==> src/rtl/imem_loader_pkg.sv <==
// Shared types and sizing helpers for the instruction-memory loader.
// Imported by the loader top and its word assembler.
package imem_loader_pkg;

    localparam int N_DEF          = 32;
    localparam int ADDR_W_DEF     = 6;
    localparam int BYTES_PER_WORD = N_DEF / 8;
    localparam int DEPTH          = 2 ** ADDR_W_DEF;

    typedef enum logic [2:0] {
        IDLE,
        DATA,
        CHECK,
        DONE,
        ERR
    } state_t;

    function automatic int depth_of(input int addr_w);
        return 1 << addr_w;
    endfunction

    // A lane counter needs at least one bit even for single-byte words.
    function automatic int lane_w(input int bpw);
        return (bpw > 1) ? $clog2(bpw) : 1;
    endfunction

endpackage

==> src/rtl/imem_loader_word_assembler.sv <==
// Collects little-endian bytes into an N-bit word and strobes when the last lane arrives.
// The completed word is presented combinationally together with the strobe.
module word_assembler
    import imem_loader_pkg::*;
#(
    parameter int N = 32
) (
    input  logic         clk,
    input  logic         reset,
    input  logic         clear,
    input  logic         byte_valid,
    input  logic [7:0]   byte_in,
    output logic [N-1:0] word,
    output logic         word_complete
);

    localparam int BPW = N / 8;
    localparam int LW  = lane_w(BPW);

    logic [LW-1:0] lane;
    logic [N-1:0]  sreg;

    // Bytes enter at the top and shift down, so the first byte lands in [7:0].
    generate
        if (BPW > 1) begin : g_multi
            assign word = {byte_in, sreg[N-1:8]};
        end else begin : g_single
            assign word = byte_in;
        end
    endgenerate

    assign word_complete = byte_valid && (lane == LW'(BPW - 1));

    always_ff @(posedge clk) begin
        if (!reset || clear) begin
            lane <= '0;
            sreg <= '0;
        end else if (byte_valid) begin
            sreg <= word;
            lane <= word_complete ? '0 : lane + LW'(1);
        end
    end

endmodule

==> src/rtl/imem_loader.sv <==
// Framed byte-stream loader for the writable instruction memory.
// Writes one word per four data bytes, verifies an XOR checksum and releases cpu_hold on success.
module imem_loader
    import imem_loader_pkg::*;
#(
    parameter int N      = N_DEF,
    parameter int ADDR_W = ADDR_W_DEF
) (
    input  logic              clk,
    input  logic              reset,
    input  logic [7:0]        rx_data,
    input  logic              rx_valid,
    output logic              rx_ready,
    output logic              we,
    output logic [ADDR_W-1:0] waddr,
    output logic [N-1:0]      wdata,
    output logic              cpu_hold,
    output logic              done,
    output logic              err
);

    localparam int DEPTH_L = depth_of(ADDR_W);

    state_t            state, state_nxt;
    logic              accept;
    logic              count_ok;
    logic              frame_start;
    logic              asm_valid;
    logic              word_complete;
    logic [N-1:0]      asm_word;
    logic [ADDR_W-1:0] word_idx;
    logic [ADDR_W-1:0] last_idx;
    logic [7:0]        csum;

    // No backpressure: the loader takes a byte every cycle it is out of reset.
    assign rx_ready = reset;
    assign accept   = rx_valid && rx_ready;
    assign count_ok = (rx_data != 8'd0) && (32'(rx_data) <= 32'(DEPTH_L));

    word_assembler #(.N(N)) u_asm (
        .clk           (clk),
        .reset         (reset),
        .clear         (frame_start),
        .byte_valid    (asm_valid),
        .byte_in       (rx_data),
        .word          (asm_word),
        .word_complete (word_complete)
    );

    always_ff @(posedge clk) begin
        if (!reset) state <= IDLE;
        else        state <= state_nxt;
    end

    always_comb begin
        state_nxt = state;
        case (state)
            IDLE, DONE, ERR: if (accept) state_nxt = count_ok ? DATA : ERR;
            DATA:            if (word_complete && word_idx == last_idx) state_nxt = CHECK;
            CHECK:           if (accept) state_nxt = (rx_data == csum) ? DONE : ERR;
            default:         state_nxt = IDLE;
        endcase
    end

    always_comb begin
        done        = (state == DONE);
        err         = (state == ERR);
        cpu_hold    = (state != DONE);
        frame_start = accept && count_ok &&
                      (state == IDLE || state == DONE || state == ERR);
        asm_valid   = accept && (state == DATA);
    end

    always_ff @(posedge clk) begin
        if (!reset) begin
            we       <= 1'b0;
            waddr    <= '0;
            wdata    <= '0;
            word_idx <= '0;
            last_idx <= '0;
            csum     <= '0;
        end else begin
            we <= word_complete;
            if (frame_start) begin
                word_idx <= '0;
                csum     <= '0;
                last_idx <= ADDR_W'(8'(rx_data - 8'd1));
            end
            if (asm_valid) csum <= csum ^ rx_data;
            // waddr/wdata only move on a write, so they hold between pulses.
            if (word_complete) begin
                waddr    <= word_idx;
                wdata    <= asm_word;
                word_idx <= word_idx + ADDR_W'(1);
            end
        end
    end

endmodule

==> config.mk <==
export PLATFORM = sky130hd
export DESIGN_NAME = imem_loader
export DESIGN_NICKNAME = d
export VERILOG_FILES = /design/src/rtl/imem_loader_pkg.sv /design/src/rtl/imem_loader_word_assembler.sv /design/src/rtl/imem_loader.sv
export SDC_FILE = /design/constraint.sdc
export NUM_CORES = 1
export LEC_CHECK = 0
export CELL_PAD_IN_SITES_DETAIL_PLACEMENT = 1
export CELL_PAD_IN_SITES_GLOBAL_PLACEMENT = 1
export CORE_UTILIZATION = 36
export CTS_CLUSTER_DIAMETER = 150
export CTS_CLUSTER_SIZE = 10
export DETAILED_ROUTE_END_ITERATION = 12
export GPL_TIMING_DRIVEN = 0
export MAX_ROUTING_LAYER = met4
export PLACE_DENSITY = 0.75
export SYNTH_ARGS = -nofsm -noshare
export SYNTH_HDL_FRONTEND = slang
export SYNTH_SLANG_ARGS = --single-unit
==> constraint.sdc <==
create_clock -name clk -period 2.75 [get_ports clk]
set_clock_uncertainty 0.2 [all_clocks]
set_input_delay 0.55 -clock clk [delete_from_list [all_inputs] [get_ports clk]]
set_output_delay 0.55 -clock clk [all_outputs]
set_load 0.02 [all_outputs]
==> reports/summary.txt <==
Outcome = finished, final reports clean
P_leak = 1.53 nW
Final worst path period need = 2.62 ns
CTS tree = built
CTS Root Cell = clkbuf_8
Worst Path Class, Setup = reg -> out
HP Class = in -> reg
Final setup viols = 0
Yosys top cell by area = dfxtp_1
Final nets = 530
Synthesized flop and latch total = 88
Sequential area share after synthesis = 47.7%
Wire per inst = 14.9 um
Post-synthesis cell count = 457
Final GP Congestion = 0.803
Max-cap check violation count = 0
Worst EP arrival = 1.87 ns
Post-placement cell count = 637
Initial antenna violation count = 0
Dominant synthesized flop cell = dfxtp_1
Pwr/cell area = 534 nW/um2
Num rows = 36
Via-to-Cell Ratio = 4.98
Area delta synth->final = 25.2%
Setup crit end kind = primary output
Layout cell share with drive strength beyond 1 = 9.21%
Mapped Area = 3690 um2
Worst Setup Start Kind = flop
Initial Utilization = 37.5%
Seq. cell area = 1760 um2
Final period util = 95.2%
RSZ-0062 raised after global routing = false
Top-count cell post-synth = nand2_1
Vias in the first global route = 3210
Synth top cells by count = 135 x nand2_1, 88 x dfxtp_1, 45 x a21oi_1, 38 x a21boi_0, 28 x clkbuf_1
Dpl hpwl = 6960 um
Grt ovf = 0
Final Max Tran Viols = 0
Post-synth top area share = 47.7%
Slew Limit Headroom = 62.6%
Cts hold-fix bufs = 0
Worst skew pair latency = 0.36 ns
Place WS = -0.929 ns
Setup WS post-layout = 0.133 ns
Drt initial violations = 142
Fill cells = 1199
Post-synthesis async set-or-reset flop share = 0%
Number of synthesized flops with an enable pin = 0
Max Freq = 382 MHz
Synth Net Count = 471
Syn Area/Cell = 8.08 um2
# IOs = 54
GRT Total Usage = 20.4%
Routed vias = 3260
First-pass DRT Iterations = 4
Cts bufs inserted = 9
Ant. Diodes = 0
Clk slew on worst S/H paths = 0.09 ns
PortBufs = 47
Worst-Margin Slew = 0.561 ns
Max FO, Critical Path = 5
First-pass GRT wire length = 15800 um
Bufs on Longest Clock Path = 2
Yosys warnings = 0
Final WL = 9730 um
Non-Filler Instances = 654
H-tree levels = 3
Drc violations = 0
Multi-input logic area = 1760 um2
Vert. Die Dim = 103 um
Largest net degree at the start of global routing = 16
Final Util = 46.9%
Critical path data required time = 2.00 ns
Die footprint = 10700 um2
TritonCTS Sinks = 88
Core area = 9860 um2
Max VDD drop = 0.000248 V
Post-synth cell types = 40
Hold Fails Final Rpt = 0
Synth top area cells = dfxtp_1 48%, nand2_1 14%, a21boi_0 7.7%
Die width = 103 um
ANT nets after route = 0
-- per-stage QoR --
stage          hold WS (ns)  power [W]  cell area, um2  TNS, ns
3_3_place_gp          0.246    0.00144            4340   -61.66
4_1_cts               0.249    0.00249            4600        0
6_report              0.259    0.00247            4630        0
3_5_place_dp          0.251    0.00144            4340   -63.49
5_1_grt               0.256    0.00257            4630        0
2_1_floorplan         0.236    0.00140            3700        0
-- cell families after synthesis --
logic type	share of synthesized area [%]
AND/OR/NAND/NOR	22.4
AO/OA/AOI/OAI	18.9
flip-flops	47.7
buffers and inverters	5.55
XOR/XNOR	4.50
adder cells (fa/ha/maj)	1.02
-- layer usage --
layer	GRT usage, %	part of all wire [%]	wire (um)
met1	25.0	49	4720
met2	33.3	47	4570
met3	3.83	3.2	308
met4	7.48	1.3	131
met5	-	0	0
-- final cells by class --
class / count / share of cell area [%]
plain buffers: 40 / 4.54
clock buffers: 11 / 3.27
multi-input cells: 323 / 37.9
well taps: 133 / 3.60
repair buffers: 49 / 10.3
clock inverters: 5 / 1.87
inverters: 5 / 0.406
flip-flops and latches: 88 / 38.1
-- cells in the final DEF (no fill, tap or decap), drive strengths merged, types with 2 or more instances in the layout --
cell | Yosys | final
a21boi | 38 | 38
a21oi | 45 | 45
a41o | 2 | 2
and2 | 3 | 3
buf | 13 | 14
bufinv | 0 | 2
clkbuf | 28 | 41
clkdlybuf4s50 | 0 | 45
clkinv | 1 | 3
dfxtp | 88 | 88
ha | 3 | 3
inv | 4 | 5
nand2 | 135 | 135
nand2b | 3 | 3
nand3 | 11 | 11
nand4 | 7 | 7
nor2 | 9 | 9
nor3 | 2 | 2
nor3b | 8 | 8
nor4 | 3 | 3
o21ai | 17 | 17
o31a | 2 | 2
o31ai | 2 | 2
or4 | 2 | 2
xnor2 | 14 | 14
xor2 | 5 | 5
-- flip-flops by register name, indices dropped and copies added, names as in the netlist --
name,flops
last_idx,6
u_asm.sreg,24
state,3
word_idx,6
u_asm.lane,2
wdata,32
waddr,6
we,1
csum,8
-- path summary, 6_finish.rpt --
kind | to | cells past startpoint | startpoint | slack (ns)
setup reg to reg | word_idx[3] | 7 | state[0] | 0.43
setup / recovery | done | 4 | state[1] | 0.13
hold / removal | u_asm.sreg[26] | 3 | rx_data[2] | 0.26
hold reg to reg | u_asm.sreg[9] | 2 | u_asm.sreg[9] | 0.26
-- where the power goes --
group          internal [W]  switching [W]  leakage, nW
sequential          0.00128     0.00000646        0.709
combinational     0.0000549      0.0000762        0.705
clock              0.000568       0.000483        0.120
-- repair_timing --
item	4_1_cts	5_1_grt
setup endpoints to repair	88	81
pin swaps	0	2
setup buffers	1	1
hold endpoints to repair	0	0
gates resized for setup	12	21
-- critical path: stages (launching register included) --
cell and delay (ns):
dfxtp_1 0.44, nor2b_1 0.30, nand2_1 0.11, inv_1 0.06, clkdlybuf4s50_1 0.59
Power figures use the tool's default switching activity.
